## src/rtl/refcpu_pkg.sv

```systemverilog
// Shared refcpu definitions: fetch FSM state encoding and the instruction-bus
// request/response bundles used by the fetch unit.
//   fetch_state_e  - fetch controller states
//   ibus_req_t     - request side: valid + address
//   ibus_resp_t    - response side: address accept, data return, read data
//   misaligned()   - true when an instruction address is not word aligned
package refcpu_pkg;

    typedef enum logic [2:0] {
        FS_IDLE  = 3'd0,
        FS_REQ   = 3'd1,
        FS_WAIT  = 3'd2,
        FS_HOLD  = 3'd3,
        FS_DRAIN = 3'd4
    } fetch_state_e;

    typedef struct packed {
        logic        valid;
        logic [31:0] addr;
    } ibus_req_t;

    typedef struct packed {
        logic        addr_ok;
        logic        data_ok;
        logic [31:0] data;
    } ibus_resp_t;

    function automatic logic misaligned(input logic [31:0] addr);
        return addr[1:0] != 2'b00;
    endfunction

endpackage

```

## src/rtl/instr_fetch.sv

```systemverilog
// Instruction fetch unit: takes a PC from the control FSM, performs one read
// on the instruction bus and holds the fetched word for decode until consumed.
// At most one bus transaction is ever outstanding; a flush after the address
// has been accepted waits in DRAIN for the orphaned data before going idle.
//
// state | meaning
// ------+-------------------------------------------------------------
// IDLE  | ready for a new start request
// REQ   | bus request driven, waiting for address accept
// WAIT  | address accepted, waiting for read data
// HOLD  | fetched word (or address error) presented to decode
// DRAIN | fetch abandoned, swallowing the outstanding read data
//
// Ports:
//   clk, reset                 clock, synchronous active-high reset
//   start_valid/start_pc       fetch request in, start_ready high in IDLE
//   flush                      abandon current fetch
//   ireq_valid/ireq_addr       bus request out
//   iresp_addr_ok/data_ok/data bus response in
//   out_valid/pc/instr/exc     fetched result to decode, out_ready consumes
module instr_fetch
    import refcpu_pkg::*;
#(
    parameter bit ALIGN_CHECK = 1'b1
) (
    input  logic        clk,
    input  logic        reset,
    input  logic        start_valid,
    input  logic [31:0] start_pc,
    output logic        start_ready,
    input  logic        flush,
    output logic        ireq_valid,
    output logic [31:0] ireq_addr,
    input  logic        iresp_addr_ok,
    input  logic        iresp_data_ok,
    input  logic [31:0] iresp_data,
    output logic        out_valid,
    output logic [31:0] out_pc,
    output logic [31:0] out_instr,
    output logic        out_exc,
    input  logic        out_ready
);

    fetch_state_e state_q, state_d;
    logic [31:0]  pc_q, pc_d;
    logic [31:0]  instr_q, instr_d;
    logic         exc_q, exc_d;
    ibus_resp_t   resp;
    ibus_req_t    req;

    assign resp = '{addr_ok: iresp_addr_ok, data_ok: iresp_data_ok, data: iresp_data};

    always_comb begin
        state_d = state_q;
        pc_d    = pc_q;
        instr_d = instr_q;
        exc_d   = exc_q;
        case (state_q)
            FS_IDLE: begin
                // flush in IDLE blocks a simultaneous start
                if (start_valid && !flush) begin
                    pc_d    = start_pc;
                    instr_d = '0;
                    if (ALIGN_CHECK && misaligned(start_pc)) begin
                        exc_d   = 1'b1;
                        state_d = FS_HOLD;
                    end else begin
                        exc_d   = 1'b0;
                        state_d = FS_REQ;
                    end
                end
            end
            FS_REQ: begin
                // data_ok before the address is accepted is not ours
                if (resp.addr_ok) begin
                    if (resp.data_ok) begin
                        if (flush) begin
                            state_d = FS_IDLE;
                        end else begin
                            instr_d = resp.data;
                            state_d = FS_HOLD;
                        end
                    end else begin
                        state_d = flush ? FS_DRAIN : FS_WAIT;
                    end
                end else if (flush) begin
                    state_d = FS_IDLE;
                end
            end
            FS_WAIT: begin
                if (resp.data_ok) begin
                    if (flush) begin
                        state_d = FS_IDLE;
                    end else begin
                        instr_d = resp.data;
                        state_d = FS_HOLD;
                    end
                end else if (flush) begin
                    state_d = FS_DRAIN;
                end
            end
            FS_HOLD: begin
                if (flush || out_ready) state_d = FS_IDLE;
            end
            FS_DRAIN: begin
                if (resp.data_ok) state_d = FS_IDLE;
            end
            default: state_d = FS_IDLE;
        endcase
    end

    always_ff @(posedge clk) begin
        if (reset) begin
            state_q <= FS_IDLE;
            pc_q    <= '0;
            instr_q <= '0;
            exc_q   <= 1'b0;
        end else begin
            state_q <= state_d;
            pc_q    <= pc_d;
            instr_q <= instr_d;
            exc_q   <= exc_d;
        end
    end

    // the request address is the latched PC, so it cannot move during a stall
    assign req.valid = (state_q == FS_REQ);
    assign req.addr  = pc_q;

    assign ireq_valid  = req.valid;
    assign ireq_addr   = req.addr;
    assign start_ready = (state_q == FS_IDLE);
    assign out_valid   = (state_q == FS_HOLD);
    assign out_pc      = pc_q;
    assign out_instr   = instr_q;
    assign out_exc     = exc_q;

endmodule

```

## config.mk

```make
export PLATFORM = sky130hd
export DESIGN_NAME = instr_fetch
export DESIGN_NICKNAME = d
export VERILOG_FILES = /design/src/rtl/refcpu_pkg.sv /design/src/rtl/instr_fetch.sv
export SDC_FILE = /design/constraint.sdc
export NUM_CORES = 1
export LEC_CHECK = 0
export CORE_ASPECT_RATIO = 1.5
export CORE_UTILIZATION = 35
export CTS_CLUSTER_DIAMETER = 50
export DETAILED_ROUTE_END_ITERATION = 8
export GPL_TIMING_DRIVEN = 0
export PLACE_DENSITY_LB_ADDON = 0.08
export SLEW_MARGIN = 20
export SYNTH_ARGS = -nofsm -noshare
export SYNTH_HDL_FRONTEND = slang
export SYNTH_SLANG_ARGS = --single-unit
export TNS_END_PERCENT = 50
```

## constraint.sdc

```tcl
create_clock -name clk -period 1.5 [get_ports clk]
set_input_delay 0.225 -clock clk [delete_from_list [all_inputs] [get_ports clk]]
set_output_delay 0.225 -clock clk [all_outputs]
set_load 0.005 [all_outputs]
```

# After elaboration in Yosys (flattened, before gate mapping)
# Index checks and enable logic that the tools add are counted.
word_totals:
  regBits: 68
  in_bits: 71
  word_cells: 41
op_classes:
  n_eq_ne: 10
  mux: 18
  n_reduce_logical: 9
ops:
  columns: ["op", "n"]
  rows:
  - ["$mux 32", 4]
  - ["$pmux 32 s3", 1]
  - ["$mux 3", 9]
  - ["$pmux 3 s5", 1]
  - ["$eq 3x2->1 const B", 2]
  - ["$ne 2x1->1 const B", 3]
  - ["$reduce_and 5->1", 1]
  - ["$mux 2", 2]
  - ["$eq 3x1->1 const B", 1]
  - ["$eq 3x3->1 const B", 1]
  - ["$logic_not 3->1", 1]
  - ["$ne 3x2->1 const B", 1]
  - ["$ne 3x3->1 const B", 1]
  - ["$reduce_and 3->1", 1]
  - ["$reduce_bool 3->1", 1]
  - ["$ne 2x2->1 const B", 1]
  - ["$reduce_and 2->1", 1]
  - ["$reduce_bool 2->1", 1]
  - ["$logic_and 1x1->1", 1]
  - ["$logic_not 1->1", 1]
  - ["$logic_or 1x1->1", 1]
  - ["$mux 1", 1]

# Depth between registers and ports, before layout
logic_depth:
  depth_word: 4
  ltp_mapped: 8

# Least setup slack after synthesis
# OpenSTA, ideal clock, no wires.
synth_path:
  kind: "reg-to-reg"
  startpoint: "register state_q[0]"
  endpoint: "register instr_q[0], in the netlist out_instr[0]"
  setup_ns: 0.072
  arrival_time_ns: 1.413
  setup_slack_ns: 0.015
  path_stages_with_launch: 6
  path_buffers: 2
  synth_period_minus_slack_ns: 1.485
  cell_sequence: "dfxtp_1 > buf_6 > or3_4 > o221ai_4 > buf_8 > mux2i_1"
synth_between:
  elab_chain_cells: 3
synth_rtl:
  columns: ["item", "line", "rtl"]
  rows:
  - ["start, declared", "instr_fetch.sv:44", "fetch_state_e state_q, state_d;"]
  - ["start signal, assigned", "instr_fetch.sv:119", "state_q <= state_d;"]
  - ["$eq 3x1->1, or another cell as far along", "instr_fetch.sv:58", "case (state_q)"]
  - ["$ne 2x1->1 (no source line) or $reduce_bool 3->1 (tied branches)", null, null]
  - ["$reduce_and 3->1 (no source line)", null, null]
  - ["end signal, assigned", "instr_fetch.sv:121", "instr_q <= instr_d;"]
  - ["end, declared", "instr_fetch.sv:46", "logic [31:0] instr_q, instr_d;"]
# Several ways; a longest one is shown, not always the timed one.
# A chain may end at the register's enable or synchronous reset.

# Worst setup path after layout
layout_path:
  startpoint: "register state_q[2]"
  endpoint: "register pc_q[5], in the netlist ireq_addr[5]"
layout_between:
  elab_chain_cells: 2
layout_rtl:
  columns: ["item", "line", "rtl"]
  rows:
  - ["$logic_not 3->1", "instr_fetch.sv:58", null]
  - ["$reduce_and 2->1 (no source line)", null, null]
  - ["end signal, assigned", "instr_fetch.sv:120", "pc_q <= pc_d;"]
  - ["end, declared", "instr_fetch.sv:45", "logic [31:0] pc_q, pc_d;"]
# Every way passes these cells.

==> flow_summary.ini <==
[logic_synthesis]
ys_ff_latch = 68
synth_top_family_by_area = simple AND/OR/NAND/NOR gates
avgSynthCellArea_um2 = 8.72
synth-compound-area-share = 0.0985
syn_nets = 425
synth_edf_count = 0
synthXorXnorAreaFrac = 0
synth_top_area_share = 0.441
synth-simple-area-share = 0.203
synth_ff_type = dfxtp_1
synthAdderAreaFrac = 0
yosysMostFrequentCell = nand2_1
synthMuxAreaShare = 0.112
yosys-top-cells-count = nand2_1 (129), dfxtp_1 (68), buf_4 (33), mux2i_1 (33), a21oi_1 (27)
synth-warning-count = 0
yosysSeqAreaShare = 0.441
synthCells = 354
synthTopCellsByArea = dfxtp_1 (44%), nand2_1 (16%), mux2i_1 (11%)
synth.distinct_cells = 35
synth_area_um2 = 3090
synthArstFlopShare = 0
synth_top_cell_by_area = dfxtp_1

[clock_network]
postCtsHoldBufs = 0
clock_latency_ns = 0.33
cts_root_buf = clkbuf_16
cts.sinks = 68
cts_tree = built
cts.clk_slew.worst_paths_ns = 0.06
cts_htree_levels = 3
numCtsBuffers = 9
clock_path_buffers = 2

[run_status]
violations = negative setup slack
status = finished, violations left

[power_and_ir_drop]
ir_drop_v = 0.00104
powerDensity_nw_per_um2 = 1470
pwr-share-comb = 0.455
p_sw_frac = 0.297
p_seq_frac = 0.296
p_switching_w = 0.00241
leakagePower_nw = 2.30
p_clk_frac = 0.249
p_int_w = 0.00570
total_power_w = 0.00811

[placed_design]
place_congestion = 0.751
place_inst = 630
portBuffers = 169
placed_cell_area_um2 = 4910
dpl.hpwl_um = 6240

[floorplanning]
start_util = 0.365
fp.dieW_um = 78.7
core_area_um2 = 8460
fp.dieH_um = 117
rows = 41
ioPinCount = 171
dieArea_um2 = 9200

[detailed_routing]
first_iter_violations = 96
wl_met1_um = 3160
routed-wl-met2_um = 4740
wl_per_cell_um = 13.2
post-route-drc-count = 0
viasPerCell = 4.54
drt_pass1_iterations = 4
finalWirelength_um = 8690
dr_total_vias = 2999
highest_layer = met4
dr_wl_met3_um = 663
drt.antenna.violating_nets = 0

[worst_setup_path]
critPathKind = reg -> reg
crit_slowest_cell = or3_4
cp.arrival_ns = 1.77
crit_path_end_kind = register
max_stage_delay_ns = 0.43
crit_fanout = 8
cp_top_family = simple AND/OR/NAND/NOR gates
worstPathRequired_ns = 1.75
worst-path-buf-inv = 2
worstSetupStartpointType = register
cp_cell_sequence = or3_4 > clkinv_4 > and2_4 > buf_12 > nand2_4 > a21oi_2

[flow_run]
cap_violations = 0

[layout]
fillers = 734
diodes = 0
stdcell_count = 660
layout.nets = 619
drive_above_1_share = 0.335
fin_util = 0.653
postLayoutCellArea_um2 = 5530
area_delta_synth_final_pct = 79.1

[timing]
tightest_slew_ns = 0.613
period_minus_slack_ns = 1.52
slew_headroom = 0.591
period_share = 1.02
maxSlewViolCount = 0
hold_viol = 0
fmax_ghz = 0.656
clock_skew_ns = 0.00388
worst_slack_ns = -0.0242
setup_viol = 30
grt_setup_unrepaired = true
holdWs_ns = 0.337

[global_routing]
grt_start_max_net_pins = 12
grt_pass1_wl_um = 13200
grt_pass1_vias = 2779
grtUsageTotal = 0.185
grt_overflow = 0
antenna_found_initial = 0

[worst_hold_path]
hold_path_class = in -> reg
[timing repair]
action / in CTS / in global routing
pin swaps: 4 / 24
gates resized for setup: 57 / 75
cloned: 0 / 3
setup endpoints to repair: 90 / 94
setup buffers: 5 / 8
[worst register-to-register path: stages (launching register included)]
cell,delay (ns)
dfxtp_4,0.36
or3_4,0.43
clkinv_4,0.08
and2_4,0.24
buf_12,0.16
nand2_4,0.05
a21oi_2,0.13
[cells in the final DEF (no fill, tap or decap), types with 4 or more instances in the layout]
| master | netlist | final |
|---|---|---|
| nand2_4 | 0 | 8 |
| clkdlybuf4s50_1 | 0 | 137 |
| buf_12 | 3 | 7 |
| clkbuf_16 | 0 | 11 |
| clkinv_2 | 1 | 5 |
| inv_1 | 4 | 4 |
| dfxtp_2 | 0 | 33 |
| a21oi_1 | 27 | 18 |
| mux2i_1 | 33 | 33 |
| a21oi_2 | 10 | 18 |
| clkbuf_1 | 9 | 8 |
| buf_4 | 33 | 71 |
| dfxtp_1 | 68 | 33 |
| nand2_1 | 129 | 119 |
[stage by stage]
stage | setup TNS, ns | setup WS (ns)
final | -0.234 | -0.0242
after global routing | -3.95 | -0.103
after CTS | -2.51 | -0.0927
after detailed placement | -31.63 | -0.560
after global placement | -30.55 | -0.547
after floorplan | 0 | 0.0154
[flip-flops by register name, indices dropped and copies added, names as in the netlist]
signal	flops
ireq_addr	32
out_instr	32
state_q	3
out_exc	1
[worst paths after layout]
kind	startpoint	end	slack, ns	cells past startpoint
worst min register to register	out_instr[1]$_SDFFE_PP0P_	out_instr[1]$_SDFFE_PP0P_	0.46	2
worst max-delay path	state_q[2]$_SDFFE_PP0P_	ireq_addr[5]$_SDFFE_PP0P_	-0.02	6
worst max register to register	state_q[2]$_SDFFE_PP0P_	ireq_addr[5]$_SDFFE_PP0P_	-0.02	6
worst min-delay path	reset	ireq_addr[31]$_SDFFE_PP0P_	0.34	2
[kinds of logic (layout without fill, tap and decap cells)]
family	count (synthesis)	after routing
buffers and inverters	59	257
and+or+nand+nor	148	149
AOI/OAI and AO/OA	45	45
muxes	34	34
DFF	68	68
[power groups by stage]
stage	combinational, W	clock [W]	sequential (W)
after CTS	0.00340	0.00206	0.00237
after detailed placement	0.00310	0	0.00238
after floorplan	0.00173	0	0.00239
after global placement	0.00308	0	0.00237
after global routing	0.00397	0.00214	0.00245
final	0.00369	0.00202	0.00240
[per-layer routing]
metal | global-route usage | up-vias
li1 | - | 1502
met1 | 0.186 | 1379
met2 | 0.347 | 107
met3 | 0.0628 | 11
met4 | 0.0704 | 0
met5 | 0 | -
[area by class of cell]
type	count	area [um2]	area share
Sequential cell	68	1410	0.255
Clock buffer	10	229	0.0414
Inverter	5	23.8	0.00430
Multi-Input combinational cell	228	1440	0.261
Buffer	52	453	0.0820
Tap cell	107	134	0.0242
Clock inverter	6	55.1	0.00996
Timing Repair Buffer	184	1780	0.322
Power figures use the tool's default switching activity.
